==> config.mk <==
export PLATFORM = sky130hd
export DESIGN_NAME = alu_arbiter
export DESIGN_NICKNAME = d
export VERILOG_FILES = /design/src/rtl/alu_arbiter_pkg.sv /design/src/rtl/alu_arbiter_rr_arb2.sv /design/src/rtl/alu_arbiter.sv
export SDC_FILE = /design/constraint.sdc
export NUM_CORES = 1
export LEC_CHECK = 0
export ABC_AREA = 1
export CORE_ASPECT_RATIO = 0.8
export CORE_MARGIN = 3
export CORE_UTILIZATION = 40
export DETAILED_ROUTE_END_ITERATION = 8
export PLACE_DENSITY = 0.63
export SLEW_MARGIN = 20
export SYNTH_ARGS = -nofsm -noshare
export SYNTH_HDL_FRONTEND = slang
export SYNTH_SLANG_ARGS = --single-unit
==> constraint.sdc <==
create_clock -name clk -period 3.5 [get_ports clk]
set_clock_uncertainty 0.15 [all_clocks]
set_input_delay 1.05 -clock clk [delete_from_list [all_inputs] [get_ports clk]]
set_output_delay 1.05 -clock clk [all_outputs]
set_load 0.01 [all_outputs]
==> src/rtl/alu_arbiter_pkg.sv <==
// Shared types and ALU helpers for the two-requester arbitrated ALU.
package alu_arbiter_pkg;

  localparam int DATA_W  = 32;
  localparam int NUM_REQ = 2;
  localparam int OP_W    = 3;

  typedef enum logic [2:0] {
    OP_ADD  = 3'b000,
    OP_SUB  = 3'b001,
    OP_AND  = 3'b010,
    OP_OR   = 3'b011,
    OP_XOR  = 3'b100,
    OP_SHL  = 3'b101,
    OP_SHR  = 3'b110,
    OP_ZERO = 3'b111
  } op_e;

  typedef enum logic [1:0] {
    ST_IDLE = 2'd0,
    ST_EXEC = 2'd1,
    ST_RESP = 2'd2
  } state_e;

  typedef struct packed {
    logic zero;
    logic carry;
    logic ovf;
  } flags_t;

  function automatic logic [DATA_W-1:0] alu_result(input op_e op,
                                                   input logic [DATA_W-1:0] a,
                                                   input logic [DATA_W-1:0] b);
    logic [DATA_W-1:0] r;
    case (op)
      OP_ADD:  r = a + b;
      OP_SUB:  r = a - b;
      OP_AND:  r = a & b;
      OP_OR:   r = a | b;
      OP_XOR:  r = a ^ b;
      OP_SHL:  r = {a[DATA_W-2:0], 1'b0};
      OP_SHR:  r = {1'b0, a[DATA_W-1:1]};
      default: r = '0;
    endcase
    return r;
  endfunction

  // For modular add, the carry-out is set exactly when the wrapped sum is below A.
  function automatic flags_t alu_flags(input op_e op,
                                       input logic [DATA_W-1:0] a,
                                       input logic [DATA_W-1:0] b,
                                       input logic [DATA_W-1:0] r);
    flags_t f;
    f.zero  = (r == '0);
    f.carry = 1'b0;
    f.ovf   = 1'b0;
    case (op)
      OP_ADD: begin
        f.carry = (r < a);
        f.ovf   = (a[DATA_W-1] == b[DATA_W-1]) && (r[DATA_W-1] != a[DATA_W-1]);
      end
      OP_SUB: begin
        f.carry = (a < b);
        f.ovf   = (a[DATA_W-1] != b[DATA_W-1]) && (r[DATA_W-1] != a[DATA_W-1]);
      end
      default: ;
    endcase
    return f;
  endfunction

endpackage

==> src/rtl/alu_arbiter_rr_arb2.sv <==
// Two-way round-robin grant; combinational, rr_i selects the winner on a tie.
module rr_arb2
  import alu_arbiter_pkg::*;
(
  input  logic [NUM_REQ-1:0] req_i,
  input  logic               rr_i,
  output logic [NUM_REQ-1:0] gnt_o
);

  always_comb begin
    gnt_o = req_i;
    if (&req_i) begin
      gnt_o = rr_i ? 2'b10 : 2'b01;
    end
  end

endmodule

==> src/rtl/alu_arbiter.sv <==
// Round-robin shared ALU, one op in flight: accept at T, one-hot rsp_valid at T+2, held until owner's rsp_ready.
// Requests wait with req_ready=0 while busy; flag outputs are live only with ALU_ARBITER_FLAGS_EN defined.
module alu_arbiter
  import alu_arbiter_pkg::*;
(
  input  logic                      clk,
  input  logic                      rst_n,
  input  logic [NUM_REQ-1:0]        req_valid,
  output logic [NUM_REQ-1:0]        req_ready,
  input  logic [NUM_REQ*DATA_W-1:0] req_a,
  input  logic [NUM_REQ*DATA_W-1:0] req_b,
  input  logic [NUM_REQ*OP_W-1:0]   req_op,
  output logic [NUM_REQ-1:0]        rsp_valid,
  input  logic [NUM_REQ-1:0]        rsp_ready,
  output logic [DATA_W-1:0]         rsp_result,
  output logic                      rsp_zero,
  output logic                      rsp_carry,
  output logic                      rsp_ovf,
  output logic                      busy
);

  state_e              state_q, state_d;
  logic                rr_q, rr_d;
  logic                owner_q, owner_d;
  logic [DATA_W-1:0]   a_q, a_d;
  logic [DATA_W-1:0]   b_q, b_d;
  op_e                 op_q, op_d;
  logic [DATA_W-1:0]   result_q, result_d;

  logic [NUM_REQ-1:0]  gnt;
  logic                gnt_idx;
  logic                accept;
  logic                rsp_fire;

  rr_arb2 u_rr_arb2 (
    .req_i (req_valid),
    .rr_i  (rr_q),
    .gnt_o (gnt)
  );

  assign gnt_idx  = gnt[1];
  assign accept   = (state_q == ST_IDLE) && (|gnt);
  assign rsp_fire = (state_q == ST_RESP) && rsp_ready[owner_q];

  // The state register already reads IDLE during reset, so ready is gated by rst_n directly.
  assign req_ready  = (rst_n && state_q == ST_IDLE) ? gnt : '0;
  assign rsp_valid  = (state_q == ST_RESP) ? (owner_q ? 2'b10 : 2'b01) : '0;
  assign rsp_result = result_q;
  assign busy       = (state_q != ST_IDLE);

  always_comb begin
    state_d  = state_q;
    rr_d     = rr_q;
    owner_d  = owner_q;
    a_d      = a_q;
    b_d      = b_q;
    op_d     = op_q;
    result_d = result_q;
    case (state_q)
      ST_IDLE: begin
        if (accept) begin
          state_d = ST_EXEC;
          rr_d    = ~gnt_idx;
          owner_d = gnt_idx;
          a_d     = gnt_idx ? req_a[DATA_W +: DATA_W] : req_a[0 +: DATA_W];
          b_d     = gnt_idx ? req_b[DATA_W +: DATA_W] : req_b[0 +: DATA_W];
          op_d    = op_e'(gnt_idx ? req_op[OP_W +: OP_W] : req_op[0 +: OP_W]);
        end
      end
      ST_EXEC: begin
        result_d = alu_result(op_q, a_q, b_q);
        state_d  = ST_RESP;
      end
      ST_RESP: begin
        if (rsp_fire) begin
          state_d = ST_IDLE;
        end
      end
      default: state_d = ST_IDLE;
    endcase
  end

  always_ff @(posedge clk or negedge rst_n) begin
    if (!rst_n) begin
      state_q  <= ST_IDLE;
      rr_q     <= 1'b0;
      owner_q  <= 1'b0;
      a_q      <= '0;
      b_q      <= '0;
      op_q     <= OP_ADD;
      result_q <= '0;
    end else begin
      state_q  <= state_d;
      rr_q     <= rr_d;
      owner_q  <= owner_d;
      a_q      <= a_d;
      b_q      <= b_d;
      op_q     <= op_d;
      result_q <= result_d;
    end
  end

`ifdef ALU_ARBITER_FLAGS_EN
  flags_t flags_q, flags_d;

  always_comb begin
    flags_d = flags_q;
    if (state_q == ST_EXEC) begin
      flags_d = alu_flags(op_q, a_q, b_q, alu_result(op_q, a_q, b_q));
    end
  end

  always_ff @(posedge clk or negedge rst_n) begin
    if (!rst_n) begin
      flags_q <= '0;
    end else begin
      flags_q <= flags_d;
    end
  end

  assign rsp_zero  = flags_q.zero;
  assign rsp_carry = flags_q.carry;
  assign rsp_ovf   = flags_q.ovf;
`else
  assign rsp_zero  = 1'b0;
  assign rsp_carry = 1'b0;
  assign rsp_ovf   = 1'b0;
`endif

endmodule

# == Yosys cells after proc, flatten, opt, wreduce, memory -nomap -nowiden ==
# Index checks and enable logic that the tools add are counted.
# classes
reduce_logical,10
magnitude_cmp,1
eq_ne,10
muxes,14
addsub,2
bitwise,4
# op_table
cell,count
$pmux W32 S7,1
$mux W32,2
$add A32 B32 Y32,1
$and A32 B32 Y32,1
$or A32 B32 Y32,1
$sub A32 B32 Y32,1
$xor A32 B32 Y32,1
$mux W2,7
$eq A3 B3 Y1 const B,3
$eq A3 B2 Y1 const B,2
$pmux W2 S3,1
$reduce_and A2 Y1,3
$ne A2 B2 Y1 const B,2
$eq A3 B1 Y1 const B,1
$logic_and A1 B1 Y1,3
$logic_not A3 Y1,1
$mux W3,1
$eq A2 B1 Y1 const B,1
$eq A2 B2 Y1 const B,1
$logic_not A2 Y1,1
$lt A1 B2 Y1 const B,1
$mux W1,2
$reduce_bool A2 Y1,1
$reduce_or A2 Y1,1
$not A1 Y1,1
# totals
ff_bits,103
elab_cells,48
output_inout_bits,40
inputBits,140

# == Logic depth before layout (Yosys ltp) ==
# Gate-level depths: netlist of run 1.
# logic_depth
ltp_word,6
mapped_depth,26
depth_no_buf,26

# == By module ==
# A second synthesis of run 1 with hierarchy kept.
# hier_totals
cells_unflattened,1429
hier_area_um2,9595.5
# by_module_without_submodules
mod,seq_area_each_um2,n_inst,area_each_um2,cells_per_inst
alu_arbiter,2577.5,1,9574.2,1424
rr_arb2,0.0,1,21.3,5

# == Least setup slack after synthesis of run 1 ==
# Ideal clock, no wire load.
# synth_path
path_kind,reg2reg
start,register b_q[0]
end,register result_q[27] (netlist: rsp_result[27])
setup_ns,0.117
path_stages_with_launch,23
period_less_slack_ns,2.974
setup_slack_ns,0.526
required_time_ns,3.233
n_path_buf,0
arrival_time_ns,2.707
path_cell_list,dfrtp_1 > inv_1 > ha_1 > nand3_1 > nor2_1 > nand2_1 > nor2_2 > a21oi_1 > a21oi_2 > nand2_1 > xor2_1 > ha_1 > nand2_1 > nor2_1 > nand2_1 > nor3_1 > nand2_1 > nand2_1 > nand2_1 > nand3_1 > nand2_1 > nand2_1 > nand2_1
# synth_via
elab_chain_cells,2
word_cells_on_any_way,3
cone_classes,add/sub: 2; mux: 1
# synth_rtl
element,line,source
start: declaration,alu_arbiter.sv:26,"logic [DATA_W-1:0] b_q, b_d;"
start signal: assignment,alu_arbiter.sv:89,b_q <= '0;
start signal: assignment,alu_arbiter.sv:97,b_q <= b_d;
$sub A32 B32 Y32 or $add A32 B32 Y32 (tied branches),"alu_arbiter_pkg.sv:37, alu_arbiter_pkg.sv:36",
$pmux W32 S7 *,alu_arbiter_pkg.sv:35,case (op)
end signal: assignment,alu_arbiter.sv:99,result_q <= result_d;
end: declaration,alu_arbiter.sv:28,"logic [DATA_W-1:0] result_q, result_d;"
# Every way passes the cells marked *; elsewhere a longest branch is shown, timed or not.
# A chain may end at the register's enable or synchronous reset.

# == Worst setup path after layout of run 1 ==
# layout_path
start,register op_q[0]
end,register result_q[4] (netlist: rsp_result[4])
# layout_via
elab_chain_cells,2
word_cells_on_any_way,8
cone_classes,eq/ne: 6; mux: 1; reduce/logical: 1
# layout_rtl
element,line,source
start: declaration,alu_arbiter.sv:27,"op_e op_q, op_d;"
start signal: assignment,alu_arbiter.sv:98,op_q <= op_d;
"$eq A3 B3 Y1, or another cell as far along",alu_arbiter_pkg.sv:35,
$pmux W32 S7 *,alu_arbiter_pkg.sv:35,
# Marks and branches as above.

==> results of run 1 <==
[routing by layer]
layer	vias to the layer above	wire, um	global-route usage [%]
met5	-	13	0
met4	2	381	4.219
met3	31	4268	10.50
met2	421	13860	36.26
met1	4853	18790	44.31
li1	5168	-	-
[cell type report]
type	count	area share, %
multi-input combinational	1013	48.28
sequential	103	20.00
timing repair buffer	267	19.09
inverter	254	7.418
tap	312	3.029
clock buffer	9	1.748
clock inverter	6	0.4369
[power breakdown]
part	total, uW	internal, uW	switching (uW)
registers	2390	1770	624
logic	12300	4730	7530
clock network	1030	494	531
[final timing paths]
path                                start             end  slack (ps)  cells after the start
max                               op_q[0]   rsp_result[4]         150                     15
min                        rsp_result[22]  rsp_result[22]         330                      2
max reg2reg                       op_q[0]   rsp_result[4]         150                     15
min in group asynchronous           rst_n   rsp_result[6]         780                      2
min reg2reg                rsp_result[22]  rsp_result[22]         330                      2
max in group asynchronous           rst_n         b_q[15]        1260                      3
[sequential cells by signal, summed over array words and instances (netlist names)]
| register | flops |
|---|---|
| rr_q | 1 |
| b_q | 32 |
| owner_q | 1 |
| state_q | 2 |
| rsp_result | 32 |
| op_q | 3 |
| a_q | 32 |
[cell usage in the layout, fill, tap and decap left out, types with 34 or more instances in the layout]
master,instances
nand4_1,73
nand3_1,59
nand2_1,384
o221ai_1,72
o21ai_0,36
nor2_1,85
buf_4,90
inv_1,247
ha_1,77
dfrtp_1,103
a21oi_1,34
clkdlybuf4s50_1,172
[cell families after synthesis]
| logic type | synth area share (%) |
|---|---|
| AO/OA/AOI/OAI | 15.81 |
| XOR/XNOR | 2.798 |
| adder cells (fa/ha/maj) | 12.59 |
| buffers and inverters | 12.96 |
| flip-flops | 26.56 |
| other | 0.03865 |
| AND/OR/NAND/NOR | 29.25 |
[stage by stage]
| stage | worst slack (ps) | power [uW] | TNS, ps | instances | area, um^2 |
|---|---|---|---|---|---|
| 6_report | 149.6 | 15670 | 0 | 1964 | 12890 |
| 3_3_place_gp | -33.81 | 13480 | -33.81 | 1942 | 12230 |
| 3_5_place_dp | -105.5 | 13570 | -284.2 | 1942 | 12230 |
| 5_1_grt | -52.31 | 17110 | -231.5 | 1964 | 12890 |
| 2_1_floorplan | 526.1 | 9101 | 0 | 1433 | 9711 |
| 4_1_cts | 9.228 | 14690 | 0 | 1958 | 12530 |
[tightest hold or removal path, cell delays in order (launching register included)]
cell,delay [ps]
dfrtp_1,350
nand2_1,50
nand2_1,50
[timing repair]
action                                  in CTS  in global routing
endpoints found under the setup margin       9                 23
hold buffers                                 0                  0
buffers inserted                             1                  6
pin swaps                                    0                 17
gates resized for setup                      6                 77
==> flow_summary_export.csv, run 1 <==
group,metric,value,unit
outcome,status,"finished, final reports clean",
synthesis,yosysWarnings,0,
cts,cts-root-buf,"clkbuf_16",
drt,vias,10475,
synthesis,synth_area_leader_cell,"dfrtp_1",
die,num_io_pins,180,
min_path,min_path_type,"flip-flop to flip-flop",
sta,period_needed,3350,ps
synthesis,synth_area_per_cell,6.781,um^2
sta,worst_pin_slew,811.6,ps
power,power_leakage,0.006487,uW
sta,min_period_over_period,95.73,%
drt,postRouteWirelength,37310,um
die,floorplan.initialDensity,41.03,%
sta,setup_viol,0,
synthesis,ys_seq_area_share,26.56,%
critical_path,slowest_delay,580,ps
die,core.rowCount,50,
drt,ant_nets,0,
cts,cts_buffers,9,
power,cellPowerDensity,1216,mW/mm^2
sta,hold_viol,0,
cts,numClockSinks,103,
sta,fmax,298.5,MHz
cells_and_area,multi_input_area,0.006221,mm^2
cts,cts_max_level,3,
global_route,gr-usage-all-layers,28.05,%
critical_path,crit_fanout,6,
cells_and_area,syn_to_final_growth,32.80,%
place,portBuffers,176,
critical_path,timing_worst_setup_path_type,"flip-flop to flip-flop",
synthesis,synth_cell_types,42,
global_route,antenna_found_initial,1,
sta,slew_headroom,45.83,%
critical_path,crit_chain,"inv_1 -> nor2_4 -> nand2_4 -> inv_4 -> or2_2 -> xor2_1 -> ha_1 -> buf_4 -> nand3_1 -> nand3_1 -> xnor2_1 -> o311ai_1 -> buf_4 -> nand2_1 -> nand2_1",
critical_path,start_kind,"flip-flop",
drt,drtPass1Iterations,5,
cts,cts_tree,"yes",
synthesis,ys.flop_type,"dfrtp_1",
global_route,grt_first_pass_wirelength,58220,um
drt,route.detailed.drc,0,
critical_path,worstSetupEndpointType,"flip-flop",
synthesis,synth-edff-count,0,
synthesis,yosysTopAreaCellShare,26.56,%
die,die-height,145.3,um
cells_and_area,regArea,0.002577,mm^2
synthesis,syn-instance-count,1431,
die,core-area,0.02365,mm^2
synthesis,synthArstFlopShare,100.0,%
drt,wl_per_cell,19.00,um
global_route,grt_pass1_vias,9979,
cells_and_area,nNetsFinal,1885,
critical_path,cp.required,3650,ps
synthesis,synthTopCellsByCount,"nand2_1 (396), inv_1 (249), dfrtp_1 (103)",
global_route,grt_max_degree,71,
synthesis,synth_area_leaders,"dfrtp_1 (27%), nand2_1 (15%), ha_1 (12%), inv_1 (9.6%), o221ai_1 (6.5%)",
sta,maxSlewViolCount,0,
critical_path,path_buf_inv,4,
sta,hold_ws,329.8,ps
synthesis,synth.most_common_cell,"nand2_1",
critical_path,slowest_stage,"o311ai_1",
sta,rsz0062_at_grt,"true",
critical_path,critPathTopFamily,"simple AND/OR/NAND/NOR gates",
critical_path,arrival,3500,ps
cells_and_area,antenna_cells,0,
run,max-cap-violations,0,
die,die_area,0.02617,mm^2
cts,cts_max_path_buffers,2,
synthesis,syn_area,0.009703,mm^2
power,ir_worst_vdd,0.6713,mV
synthesis,synth-seq-cells,103,
place,dp_hpwl,29520,um
cells_and_area,fillCellCount,2366,
cells_and_area,layout-drive-gt1-share,12.17,%
drt,viasPerCell,5.334,
cts,clk_pin_slew_worst_paths,80,ps
cts,clock_latency,370,ps
place,place_congestion,0.9880,
drt,drtIter0Drc,821,
global_route,grt_overflow,0,
die,fp.dieW,180.1,um
cells_and_area,final_core_util,54.49,%
Note: power is estimated with default switching activity, not from simulation.
==> inputs of run 2 (changes only) <==
- CAP_MARGIN: default -> 15
==> results of run 2 <==
The final DEF is identical to that of run 1; final timing and power are the same.
==> inputs of run 3 (changes only) <==
- CORE_UTILIZATION: 40 -> 47
- PLACE_DENSITY: 0.63 -> 0.72
- RECOVER_POWER: default -> 100
==> run 3 against run 2 <==
  * Highest routed layer is now met4
  * Combinational power fell by 5%
  * Critical path depth fell by 9
  * The run now ends with capacitance limit, slew limit, setup timing left
  * Register-to-register slack got worse by 50 ps
  * Clock-buffer cell count did not move
  * Cell area fell by 1.8%
  * Sequential power barely moved
  * Clock power barely moved
  * First-iteration DRC count rose by 18%
  * Non-clock buffer count fell by 16
  * Worst setup slack got worse by 160 ps
  * Final cell count fell by 3.2%
==> flow_summary_export.csv, run 3 (synthesis results as in run 1) <==
group,metric,value,unit
die,core-area,0.02003,mm^2
critical_path,worstSetupEndpointType,"flip-flop",
place,dp.cells,1881,
power,seq_power_share,15.8,%
critical_path,start_kind,"primary input",
die,core.rowCount,46,
critical_path,crit_fanout,70,
drt,ant_nets,0,
sta,worst_pin_slew,1573,ps
power,cellPowerDensity,1193,mW/mm^2
critical_path,crit_start,"req_valid[1]",
cells_and_area,layout-drive-gt1-share,10.81,%
cts,clk_pin_slew_worst_paths,90,ps
cts,cts.hold.buffers_added,0,
power,power_leakage,0.006476,uW
sta,period_needed,3512,ps
critical_path,r2r-start,"op_q[0]",
sta,rsz0062_at_grt,"true",
sta,fmax,284.7,MHz
power,switching_share,56.43,%
sta,min_period_over_period,100.3,%
sta,setup_ws,-11.99,ps
global_route,grt_first_pass_wirelength,55130,um
drt,drtIter0Drc,972,
global_route,grt_overflow,0,
power,internal_power,6579,uW
drt,viasPerCell,5.579,
power,ir_worst_vdd,0.6876,mV
cts,clock_latency,370,ps
critical_path,timing_worst_setup_path_type,"primary input to flip-flop",
die,fp.dieW,166.6,um
drt,wl_met1,17230,um
power,power.net_switching,8520,uW
drt,met2_length,13740,um
global_route,grt_max_degree,71,
outcome,violations,"capacitance limit, slew limit, setup timing",
drt,vias,10606,
critical_path,arrival,3520,ps
drt,wl_per_cell,18.87,um
power,clkPwrFrac,7.0,%
sta,setup_viol,1,
cells_and_area,antenna_cells,0,
global_route,gr-usage-all-layers,31.33,%
cts,numClockSinks,103,
cells_and_area,mostFrequentLayoutCells,"nand2_1 (386), inv_1 (247), clkdlybuf4s50_1 (137)",
drt,route.detailed.drc,0,
cts,cts_buffers,9,
global_route,antenna_found_initial,0,
sta,slew_headroom,-4.874,%
cts,cts-root-buf,"clkbuf_16",
sta,hold_viol,0,
drt,postRouteWirelength,35870,um
place,portBuffers,176,
die,die-height,134.5,um
drt,met3_length,4547,um
outcome,status,"finished, violations left",
sta,setup_tns,-11.99,ps
min_path,min_path_type,"flip-flop to flip-flop",
die,num_io_pins,180,
cts,cts_max_path_buffers,2,
die,floorplan.initialDensity,48.44,%
place,dp_hpwl,28380,um
min_path,min-delay-start,"rsp_result[24]",
run,max-cap-violations,1,
cells_and_area,syn_to_final_growth,30.41,%
critical_path,cp.required,3510,ps
die,die_area,0.02242,mm^2
sta,maxSlewViolCount,71,
cts,cts_max_level,3,
drt,top_layer,"met4",
cells_and_area,nNetsFinal,1869,
global_route,grt_pass1_vias,9871,
cts,cts_tree,"yes",
drt,drtPass1Iterations,6,
cells_and_area,stdcell_count,1901,
place,place_congestion,1.010,
power,power_frac_comb,77.2,%
cells_and_area,final_common_cell,"nand2_1",
## run 3: changes by cell type in the layout (fill, tap and decap cells not counted), moves of 4 or more
cell and delta:
buf_4 -25, clkdlybuf4s50_1 -35, clkbuf_1 +4, clkbuf_4 +4, ha_1 +6, dlygate4sd3_1 +35
o21ai_1 -5
## run 3: metal layers
metal / vias to the layer above / global-route usage, %
li1: 5131 / -
met1: 4939 / 48.10
met2: 511 / 41.84
met3: 25 / 11.88
met4: 0 / 5.497
met5: - / 0
## run 3: area by class of cell
cell class                 instances  area [um^2]
tap                              264        330.3
multi-input combinational       1013         6205
sequential                       103         2579
fill                            1932         7376
inverter                         254        955.9
clock buffer                       9        225.2
clock inverter                     7        66.31
timing repair buffer             251         2292
## run 3: worst paths after layout
| path | to | slack, ps | depth (start not counted) |
|---|---|---|---|
| max | a_q[18] | -10 | 6 |
| min | rsp_result[24] | 320 | 2 |
| max reg2reg | rsp_result[4] | 100 | 15 |
| min reg2reg | rsp_result[24] | 320 | 2 |
| max in group asynchronous | b_q[4] | 390 | 3 |
| min in group asynchronous | a_q[12] | 1230 | 2 |
## run 3: timing repair
action                     CTS  global route
setup endpoints to repair    5            24
resized for setup            5            73
pin swaps                    0            12
buffers inserted             0             4
## run 3: power groups by stage
stage / registers, uW / logic, uW / clock network, uW
floorplan: 2250 / 6850 / 0
global placement: 2340 / 10700 / 0
detailed placement: 2360 / 10800 / 0
CTS: 2330 / 10900 / 1070
global route: 2450 / 12900 / 1100
finish: 2390 / 11700 / 1050
## run 3: stage by stage
stage,utilization [%],hold slack [ps],setup slack (ps),power [uW],area [um^2]
floorplan,-,365.5,526.1,9101,9711
global placement,60.12,310.9,-25.25,13050,12040
detailed placement,60.12,314.9,-22.02,13160,12040
CTS,61.63,335.5,7.607,14290,12340
global route,63.17,350.0,-124.4,16410,12650
finish,63.17,320.9,-11.99,15100,12650
## run 3: critical path, cell delays in order
cell and delay, ps:
clkdlybuf4s50_1 490, nand3_1 120, clkbuf_2 850, nand2_2 280, buf_4 430, o221ai_1 270
